## config.mk

```make
export PLATFORM = sky130hd
export DESIGN_NAME = tpu_host_driver_flat
export DESIGN_NICKNAME = d
export VERILOG_FILES = /design/src/rtl/tpu_host_driver_pkg.sv /design/src/rtl/tpu_host_driver_if.sv /design/src/rtl/tpu_host_driver.sv /design/src/flat_wrapper.sv
export SDC_FILE = /design/constraint.sdc
export NUM_CORES = 1
export LEC_CHECK = 0
export ABC_AREA = 1
export CAP_MARGIN = 20
export CORE_AREA = 2 2 145 147
export CTS_BUF_LIST = sky130_fd_sc_hd__clkbuf_8
export DETAILED_ROUTE_END_ITERATION = 8
export DIE_AREA = 0 0 147 149
export DONT_BUFFER_PORTS = 1
export PLACE_DENSITY_LB_ADDON = 0.2
export SETUP_SLACK_MARGIN = 0.15
export SLEW_MARGIN = 20
export SYNTH_ARGS = -nofsm -noshare
export SYNTH_HDL_FRONTEND = slang
export SYNTH_SLANG_ARGS = --single-unit
```

## constraint.sdc

```tcl
create_clock -name clk -period 3.5 [get_ports clk]
set_input_delay 1.05 -clock clk [delete_from_list [all_inputs] [get_ports clk]]
set_output_delay 1.05 -clock clk [all_outputs]
set_load 0.1 [all_outputs]
```

## src/rtl/tpu_host_driver_pkg.sv

```systemverilog
// tpu_host_pkg: shared types for the tpu_core host driver.
//   cmd_op_e     - host command opcodes (LOAD_INSTR, WRITE, READ, COMPUTE)
//   MODE_*       - tpu_core mode encodings driven on tpu_mode
//   drv_state_e  - driver FSM states
//   op_to_mode() - core mode that starts a given command
package tpu_host_pkg;

  typedef enum logic [1:0] {
    OP_LOAD    = 2'd0,
    OP_WRITE   = 2'd1,
    OP_READ    = 2'd2,
    OP_COMPUTE = 2'd3
  } cmd_op_e;

  localparam logic [2:0] MODE_IDLE    = 3'd0;
  localparam logic [2:0] MODE_WRITE   = 3'd1;
  localparam logic [2:0] MODE_READ    = 3'd2;
  localparam logic [2:0] MODE_COMPUTE = 3'd3;

  typedef enum logic [2:0] {
    ST_IDLE   = 3'd0,
    ST_LOAD   = 3'd1,
    ST_ISSUE  = 3'd2,
    ST_XFER_W = 3'd3,
    ST_XFER_R = 3'd4,
    ST_DRAIN  = 3'd5,
    ST_RESP   = 3'd6
  } drv_state_e;

  function automatic logic [2:0] op_to_mode(input cmd_op_e op);
    logic [2:0] mode;
    case (op)
      OP_WRITE:   mode = MODE_WRITE;
      OP_READ:    mode = MODE_READ;
      OP_COMPUTE: mode = MODE_COMPUTE;
      default:    mode = MODE_IDLE;
    endcase
    return mode;
  endfunction

endpackage

```

## src/rtl/tpu_host_driver_if.sv

```systemverilog
// tpu_host_driver_if: direct-control bus between the host driver and tpu_core.
//   tpu_mode/base_addr/dma_len  - command setup, driver -> core
//   busy/done                   - core status, core -> driver
//   din_*                       - write-data stream, driver -> core
//   dout_*                      - read-data stream, core -> driver
//   instr_*                     - instruction write port, driver -> core
// modport master = driver side, modport slave = core side.
interface tpu_host_driver_if;
  logic [2:0]  tpu_mode;
  logic [12:0] base_addr;
  logic [31:0] dma_len;
  logic        busy;
  logic        done;
  logic        din_valid;
  logic        din_ready;
  logic [63:0] din_data;
  logic        dout_valid;
  logic        dout_ready;
  logic [31:0] dout_data;
  logic        instr_valid;
  logic [63:0] instr_data;
  logic [7:0]  instr_addr;

  modport master (
    output tpu_mode, base_addr, dma_len, din_valid, din_data, dout_ready,
           instr_valid, instr_data, instr_addr,
    input  busy, done, din_ready, dout_valid, dout_data
  );

  modport slave (
    input  tpu_mode, base_addr, dma_len, din_valid, din_data, dout_ready,
           instr_valid, instr_data, instr_addr,
    output busy, done, din_ready, dout_valid, dout_data
  );
endinterface

```

## src/rtl/tpu_host_driver.sv

```systemverilog
// tpu_host_driver: host-side initiator for tpu_core direct control.
// Accepts one command (LOAD_INSTR/WRITE/READ/COMPUTE), sequences the core
// mode handshake, streams data between host streams and the core, and
// returns a completion response.
// Ports:
//   clk, rst_n                  - clock, synchronous active-low reset
//   cmd_*                       - command descriptor handshake
//   wdata_*                     - host write-data stream (into driver)
//   rdata_*                     - host read-data stream (out of driver)
//   rsp_*                       - completion response (err, beats)
//   core                        - tpu_host_driver_if master to tpu_core
module tpu_host_driver
  import tpu_host_pkg::*;
#(
  parameter int LEN_W   = 16,
  parameter int TIMEOUT = 100000,
  parameter int TO_W    = 17
) (
  input  logic             clk,
  input  logic             rst_n,
  input  logic             cmd_valid,
  output logic             cmd_ready,
  input  logic [1:0]       cmd_op,
  input  logic [12:0]      cmd_addr,
  input  logic [LEN_W-1:0] cmd_len,
  input  logic             wdata_valid,
  output logic             wdata_ready,
  input  logic [63:0]      wdata,
  output logic             rdata_valid,
  input  logic             rdata_ready,
  output logic [31:0]      rdata,
  output logic             rsp_valid,
  input  logic             rsp_ready,
  output logic             rsp_err,
  output logic [LEN_W-1:0] rsp_beats,
  tpu_host_driver_if.master core
);

  drv_state_e       state_r, state_s;
  cmd_op_e          op_r;
  logic [12:0]      addr_r;
  logic [LEN_W-1:0] len_r, cnt_r, rsp_beats_r;
  logic [TO_W-1:0]  to_cnt_r;
  logic [2:0]       mode_r;
  logic             rsp_err_r, instr_valid_r;
  logic [63:0]      instr_data_r;
  logic [7:0]       instr_addr_r;
  logic             beat_s, last_s, to_hit_s, zero_len_s, load_ovf_s;
  logic             din_valid_s, dout_ready_s;
  logic [LEN_W:0]   load_end_s;

  // A zero-length LOAD/WRITE/READ would underflow the core's dma_len-1 count.
  assign zero_len_s = (cmd_len == {LEN_W{1'b0}}) && (cmd_op_e'(cmd_op) != OP_COMPUTE);
  // LOAD must stay inside the 256-entry instruction memory.
  assign load_end_s = {{(LEN_W-7){1'b0}}, cmd_addr[7:0]} + {1'b0, cmd_len};
  assign load_ovf_s = (cmd_op_e'(cmd_op) == OP_LOAD) && (load_end_s > (LEN_W+1)'(256));
  assign last_s     = (cnt_r + LEN_W'(1)) == len_r;
  assign to_hit_s   = to_cnt_r == TO_W'(TIMEOUT - 1);

  // Next-state logic and combinational stream routing.
  always_comb begin
    state_s      = state_r;
    cmd_ready    = 1'b0;
    wdata_ready  = 1'b0;
    rdata_valid  = 1'b0;
    din_valid_s  = 1'b0;
    dout_ready_s = 1'b0;
    beat_s       = 1'b0;
    case (state_r)
      ST_IDLE: begin
        cmd_ready = 1'b1;
        if (!cmd_valid) state_s = ST_IDLE;
        else if (zero_len_s || load_ovf_s) state_s = ST_RESP;
        else if (cmd_op_e'(cmd_op) == OP_LOAD) state_s = ST_LOAD;
        else state_s = ST_ISSUE;
      end
      ST_LOAD: begin
        wdata_ready = 1'b1;
        beat_s      = wdata_valid;
        if (beat_s && last_s) state_s = ST_RESP;
        else state_s = ST_LOAD;
      end
      ST_ISSUE: begin
        if (core.busy) begin
          case (op_r)
            OP_WRITE: state_s = ST_XFER_W;
            OP_READ:  state_s = ST_XFER_R;
            default:  state_s = ST_DRAIN;
          endcase
        end else if (to_hit_s) state_s = ST_RESP;
        else state_s = ST_ISSUE;
      end
      ST_XFER_W: begin
        din_valid_s = wdata_valid;
        wdata_ready = core.din_ready;
        beat_s      = wdata_valid && core.din_ready;
        if (beat_s && last_s) state_s = ST_DRAIN;
        else if (to_hit_s) state_s = ST_RESP;
        else state_s = ST_XFER_W;
      end
      ST_XFER_R: begin
        rdata_valid  = core.dout_valid;
        dout_ready_s = rdata_ready;
        beat_s       = core.dout_valid && rdata_ready;
        if (beat_s && last_s) state_s = ST_DRAIN;
        else if (to_hit_s) state_s = ST_RESP;
        else state_s = ST_XFER_R;
      end
      ST_DRAIN: begin
        if (core.done || to_hit_s) state_s = ST_RESP;
        else state_s = ST_DRAIN;
      end
      ST_RESP: begin
        if (rsp_ready) state_s = ST_IDLE;
        else state_s = ST_RESP;
      end
      default: state_s = ST_IDLE;
    endcase
  end

  // FSM state register.
  always_ff @(posedge clk) begin
    if (!rst_n) state_r <= ST_IDLE;
    else        state_r <= state_s;
  end

  // Command registers, beat/timeout counters, core mode and response fields.
  always_ff @(posedge clk) begin
    if (!rst_n) begin
      op_r          <= OP_LOAD;
      addr_r        <= 13'd0;
      len_r         <= {LEN_W{1'b0}};
      cnt_r         <= {LEN_W{1'b0}};
      to_cnt_r      <= {TO_W{1'b0}};
      mode_r        <= MODE_IDLE;
      rsp_err_r     <= 1'b0;
      rsp_beats_r   <= {LEN_W{1'b0}};
      instr_valid_r <= 1'b0;
      instr_data_r  <= 64'd0;
      instr_addr_r  <= 8'd0;
    end else begin
      instr_valid_r <= 1'b0;
      if (state_s != state_r) to_cnt_r <= {TO_W{1'b0}};
      else if (state_r inside {ST_ISSUE, ST_XFER_W, ST_XFER_R, ST_DRAIN})
        to_cnt_r <= to_cnt_r + TO_W'(1);
      if (beat_s) cnt_r <= cnt_r + LEN_W'(1);
      case (state_r)
        ST_IDLE: begin
          if (cmd_valid) begin
            op_r   <= cmd_op_e'(cmd_op);
            addr_r <= cmd_addr;
            len_r  <= cmd_len;
            cnt_r  <= {LEN_W{1'b0}};
            if (state_s == ST_ISSUE) mode_r <= op_to_mode(cmd_op_e'(cmd_op));
            if (state_s == ST_RESP) begin
              rsp_err_r   <= load_ovf_s;
              rsp_beats_r <= {LEN_W{1'b0}};
            end
          end
        end
        ST_LOAD: begin
          if (beat_s) begin
            instr_valid_r <= 1'b1;
            instr_data_r  <= wdata;
            instr_addr_r  <= addr_r[7:0] + cnt_r[7:0];
          end
          if (state_s == ST_RESP) begin
            rsp_err_r   <= 1'b0;
            rsp_beats_r <= len_r;
          end
        end
        ST_ISSUE, ST_XFER_W, ST_XFER_R: begin
          // The core ignores mode once executing, so drop it as soon as busy is seen.
          if (state_s != ST_ISSUE) mode_r <= MODE_IDLE;
          if (state_s == ST_RESP) begin
            rsp_err_r   <= 1'b1;
            rsp_beats_r <= cnt_r + {{(LEN_W-1){1'b0}}, beat_s};
          end
        end
        ST_DRAIN: begin
          mode_r <= MODE_IDLE;
          if (state_s == ST_RESP) begin
            rsp_err_r   <= !core.done;
            rsp_beats_r <= cnt_r;
          end
        end
        default: begin
        end
      endcase
    end
  end

  assign rsp_valid        = (state_r == ST_RESP);
  assign rsp_err          = rsp_err_r;
  assign rsp_beats        = rsp_beats_r;
  assign rdata            = core.dout_data;
  assign core.tpu_mode    = mode_r;
  assign core.base_addr   = addr_r;
  assign core.dma_len     = {{(32-LEN_W){1'b0}}, len_r};
  assign core.din_valid   = din_valid_s;
  assign core.din_data    = wdata;
  assign core.dout_ready  = dout_ready_s;
  assign core.instr_valid = instr_valid_r;
  assign core.instr_data  = instr_data_r;
  assign core.instr_addr  = instr_addr_r;

endmodule

```

## src/flat_wrapper.sv

```systemverilog
// flat-port wrapper written by rule: the top's interface ports become plain ports
module tpu_host_driver_flat import tpu_host_pkg::*;
#(
  parameter int LEN_W   = 16,
  parameter int TIMEOUT = 100000,
  parameter int TO_W    = 17
)
  (clk, rst_n, cmd_valid, cmd_ready, cmd_op, cmd_addr, cmd_len, wdata_valid, wdata_ready, wdata, rdata_valid, rdata_ready, rdata, rsp_valid, rsp_ready, rsp_err, rsp_beats, core_tpu_mode, core_base_addr, core_dma_len, core_din_valid, core_din_data, core_dout_ready, core_instr_valid, core_instr_data, core_instr_addr, core_busy, core_done, core_din_ready, core_dout_valid, core_dout_data);
  tpu_host_driver_if core_i ();
  input  logic clk;
  input  logic rst_n;
  input  logic cmd_valid;
  output logic cmd_ready;
  input  logic [1:0] cmd_op;
  input  logic [12:0] cmd_addr;
  input  logic [LEN_W-1:0] cmd_len;
  input  logic wdata_valid;
  output logic wdata_ready;
  input  logic [63:0] wdata;
  output logic rdata_valid;
  input  logic rdata_ready;
  output logic [31:0] rdata;
  output logic rsp_valid;
  input  logic rsp_ready;
  output logic rsp_err;
  output logic [LEN_W-1:0] rsp_beats;
  output wire logic [$bits(core_i.tpu_mode)-1:0] core_tpu_mode;
  output wire logic [$bits(core_i.base_addr)-1:0] core_base_addr;
  output wire logic [$bits(core_i.dma_len)-1:0] core_dma_len;
  output wire logic [$bits(core_i.din_valid)-1:0] core_din_valid;
  output wire logic [$bits(core_i.din_data)-1:0] core_din_data;
  output wire logic [$bits(core_i.dout_ready)-1:0] core_dout_ready;
  output wire logic [$bits(core_i.instr_valid)-1:0] core_instr_valid;
  output wire logic [$bits(core_i.instr_data)-1:0] core_instr_data;
  output wire logic [$bits(core_i.instr_addr)-1:0] core_instr_addr;
  input wire logic [$bits(core_i.busy)-1:0] core_busy;
  input wire logic [$bits(core_i.done)-1:0] core_done;
  input wire logic [$bits(core_i.din_ready)-1:0] core_din_ready;
  input wire logic [$bits(core_i.dout_valid)-1:0] core_dout_valid;
  input wire logic [$bits(core_i.dout_data)-1:0] core_dout_data;
  assign core_tpu_mode = core_i.tpu_mode;
  assign core_base_addr = core_i.base_addr;
  assign core_dma_len = core_i.dma_len;
  assign core_din_valid = core_i.din_valid;
  assign core_din_data = core_i.din_data;
  assign core_dout_ready = core_i.dout_ready;
  assign core_instr_valid = core_i.instr_valid;
  assign core_instr_data = core_i.instr_data;
  assign core_instr_addr = core_i.instr_addr;
  assign core_i.busy = core_busy;
  assign core_i.done = core_done;
  assign core_i.din_ready = core_din_ready;
  assign core_i.dout_valid = core_dout_valid;
  assign core_i.dout_data = core_dout_data;
  tpu_host_driver #(.LEN_W(LEN_W), .TIMEOUT(TIMEOUT), .TO_W(TO_W)) u_core (.clk(clk), .rst_n(rst_n), .cmd_valid(cmd_valid), .cmd_ready(cmd_ready), .cmd_op(cmd_op), .cmd_addr(cmd_addr), .cmd_len(cmd_len), .wdata_valid(wdata_valid), .wdata_ready(wdata_ready), .wdata(wdata), .rdata_valid(rdata_valid), .rdata_ready(rdata_ready), .rdata(rdata), .rsp_valid(rsp_valid), .rsp_ready(rsp_ready), .rsp_err(rsp_err), .rsp_beats(rsp_beats), .core(core_i));
endmodule
```

==> flow_metrics.py <==
metrics = {
    "timing": {
        "period_minus_slack_ns": 3.18,
        "max_slew_margin_pct": 28.9,
        "fin_skew_ns": 0.0172,
        "rsz0062_at_grt": "yes",
        "hold_viol_final": 0,
        "setup_violations": 0,
        "timing.hold.ws_ns": 0.495,
        "fmax_mhz": 314,
        "tightest_slew_ns": 1.06,
        "final_max_slew_viol_count": 0,
        "period_share_pct": 90.9,
        "finalSetupTns_ns": 0,
    },
    "yosys": {
        "syn_area_um2": 9760,
        "synth.distinct_cells": 53,
        "synth-async-reset-ratio_pct": 0,
        "seq_area_frac_synth_pct": 32.6,
        "ys_warn_count": 0,
        "ys.flop_type": "dfxtp_1",
        "ys_ff_latch": 159,
        "syn_inst": 1451,
        "synth-edff-count": 0,
        "syn_avg_cell_area_um2": 6.72,
    },
    "critical_path": {
        "endpoint_kind": "flop",
        "slowest_delay_ns": 0.36,
        "path_max_fanout": 17,
        "worstPathArrival_ns": 3.55,
        "critPathMostFrequentCell": "nand2_1",
        "critPathBufInv": 2,
        "rr_endpoint": "u_core.to_cnt_r[4]$_SDFFE_PP0N_",
        "path_cells": "ha_4 > fa_2 > nand2_1 > nand2_1 > nand3_1 > nand2_1 > nand2_1 > nand2_1 > nand2_1 > nand2_1 > nor2_1 > nand3_1 > nor2_1 > nand3_2 > nor2_2 > nor3_4 > buf_12 > xor2_4 > buf_12 > nor3b_1",
        "slowest_stage": "fa_2",
        "worstRegToRegCells": 17,
        "r2r_start": "u_core.cnt_r[4]$_SDFF_PN0_",
        "reg2reg_setup_slack_ns": 0.53,
        "cp-start-kind": "input pin",
        "endpoint": "u_core.to_cnt_r[1]$_SDFFE_PP0N_",
        "cpLargestDelayFamily": "simple AND/OR/NAND/NOR gates",
        "crit_type": "in2reg",
        "cp.required_ns": 3.87,
        "worst-path-stages": 20,
        "critPathLaunch": "cmd_addr[0]",
    },
    "grt": {
        "grt_pass1_wl_um": 47600,
        "grt.total_usage_pct": 28.0,
        "grt_max_degree": 110,
        "grt_pass1_vias": 8427,
        "grt_overflow_total": 0,
        "grt_antenna_before_repair": 1,
    },
    "drt": {
        "drt-pass1-iter-count": 5,
        "ant_nets": 0,
        "via_count": 9156,
        "drt_wl_total_um": 31400,
        "avgViaCountPerCell": 5.43,
        "avgRoutedWirePerCell_um": 18.6,
        "drcViolationCount": 0,
        "drt_iter0_drc": 666,
    },
    "die": {
        "die_area_um2": 21900,
        "start_util_pct": 47.5,
        "die_h_um": 149,
        "die_w_um": 147,
        "core_area_um2": 20600,
        "row_count": 53,
        "num_io_pins": 377,
    },
    "power": {
        "leakage_nw": 4.50,
        "p_per_area_nw_per_um2": 601,
        "ir_worst_vdd_mv": 0.272,
    },
    "place": {
        "place.gp.congestion": 0.968,
        "dp_hpwl_um": 23900,
        "io_buffers": 0,
    },
    "clock_network": {
        "clock-sinks": 159,
        "clk_pin_slew_ns": 0.10,
        "cts_made_buffers": 17,
        "ctsRootBufferMaster": "clkbuf_8",
        "cts_max_path_buffers": 2,
        "clk_latency_ns": 0.46,
        "tritoncts": "yes",
        "htreeDepth": 4,
    },
    "outcome": {
        "outcome": "finished clean",
    },
    "run": {
        "cap_viol_max_count": 0,
    },
    "worst_hold_path": {
        "worstHoldPathType": "reg2reg",
    },
    "finish": {
        "layout_commonest_cell": "nand2_1",
        "nets": 1556,
        "drive_above_1_share_pct": 13.0,
        "synthToLayoutAreaGrowth_pct": 4.31,
        "final_cell_mix": "nand2_1 (253), nor2_1 (236), dfxtp_1 (154)",
    },
}
flip-flops by register name, indices dropped and copies added (netlist names), 2 cells and up:
name	count
u_core.core.instr_data	64
u_core.to_cnt_r	17
u_core.cnt_r	16
u_core.len_r	16
u_core.rsp_beats	16
u_core.core.base_addr	13
u_core.core.instr_addr	8
u_core.state_r	3
u_core.core.tpu_mode	2
u_core.op_r	2
per-layer routing:
| layer | part of all wire (%) | routed length [um] | track usage, % |
|---|---|---|---|
| met2 | 45 | 14100 | 44.4 |
| met1 | 44 | 13900 | 36.7 |
| met3 | 8.5 | 2660 | 8.04 |
| met5 | 0 | 0 | 0 |
| met4 | 2.5 | 776 | 9.33 |
logic make-up (layout without fill, tap and decap cells):
kind of cell	count (synthesis)	after routing	share of synthesized area, %
adder cells (fa/ha/maj)	21	21	2.85
AND/OR/NAND/NOR	699	699	31.9
other	1	18	0.0384
AO/OA/AOI/OAI	236	236	13.5
flip-flops	159	159	32.6
buffers and inverters	311	255	16.7
XOR/XNOR	24	24	2.35
worst min-delay path: stages, from the launching register on:
cell	delay (ns)
dfxtp_1	0.34
nand2_1	0.06
a21oi_1	0.06
worst min-delay path by stage:
stage,start,to,cells after the start
after floorplan,u_core.op_r[0]$_SDFFE_PN0P_,u_core.op_r[0]$_SDFFE_PN0P_,2
after global placement,u_core.op_r[1]$_SDFFE_PN0P_,u_core.op_r[1]$_SDFFE_PN0P_,2
after detailed placement,u_core.op_r[1]$_SDFFE_PN0P_,u_core.op_r[1]$_SDFFE_PN0P_,2
after CTS,u_core.op_r[1]$_SDFFE_PN0P_,u_core.op_r[1]$_SDFFE_PN0P_,2
after global routing,u_core.len_r[7]$_SDFFE_PN0P_,u_core.len_r[7]$_SDFFE_PN0P_,2
final,u_core.op_r[1]$_SDFFE_PN0P_,u_core.op_r[1]$_SDFFE_PN0P_,2
cells in the mapped netlist, types with 13 or more instances:
library cell  number  area (um^2)
a21oi_1           72          360
buf_4            116          871
clkbuf_1          39          146
dfxtp_1          159         3180
ha_1              19          238
inv_1            143          537
nand2_1          255          957
nand3_1           95          475
nand4_1           26          163
nor2_1           246          923
nor3_1            18         90.1
nor3_2            13          130
o21ai_0          114          571
xor2_1            19          166
cell type report:
cell class | instances | area, um^2
multi-input combinational | 997 | 5080
antenna | 1 | 2.50
inverter | 149 | 562
clock buffer | 18 | 248
sequential | 159 | 3190
tap | 275 | 344
timing repair buffer | 74 | 593
fill | 2132 | 10400
clock inverter | 14 | 163
power by group:
| group | total [mW] | switching [mW] | leakage [nW] | internal, mW |
|---|---|---|---|---|
| registers | 2.89 | 0.908 | 1.29 | 1.98 |
| logic | 1.76 | 1.26 | 3.00 | 0.506 |
| clock network | 1.47 | 0.843 | 0.213 | 0.627 |
| total | 6.12 | 3.01 | 4.50 | 3.11 |
repair_timing:
item | in CTS | in global routing
gates resized for setup | 0 | 10
hold buffers | 0 | 0
setup endpoints to repair | 0 | 23
setup buffers | 0 | 1
metrics by stage:
step | cells | instance area, um^2 | power (mW) | setup WS [ns] | utilization, %
floorplan | 1467 | 9870 | 4.70 | 0.105 | -
global placement | 1653 | 9720 | 4.65 | -0.0937 | 47.3
detailed placement | 1653 | 9720 | 4.66 | -0.130 | 47.3
CTS | 1685 | 10100 | 6.11 | 0.362 | 49.3
global route | 1686 | 10200 | 6.39 | 0.127 | 49.5
finish | 1687 | 10200 | 6.12 | 0.320 | 49.5
No activity file was read; power rests on OpenSTA's default activity.
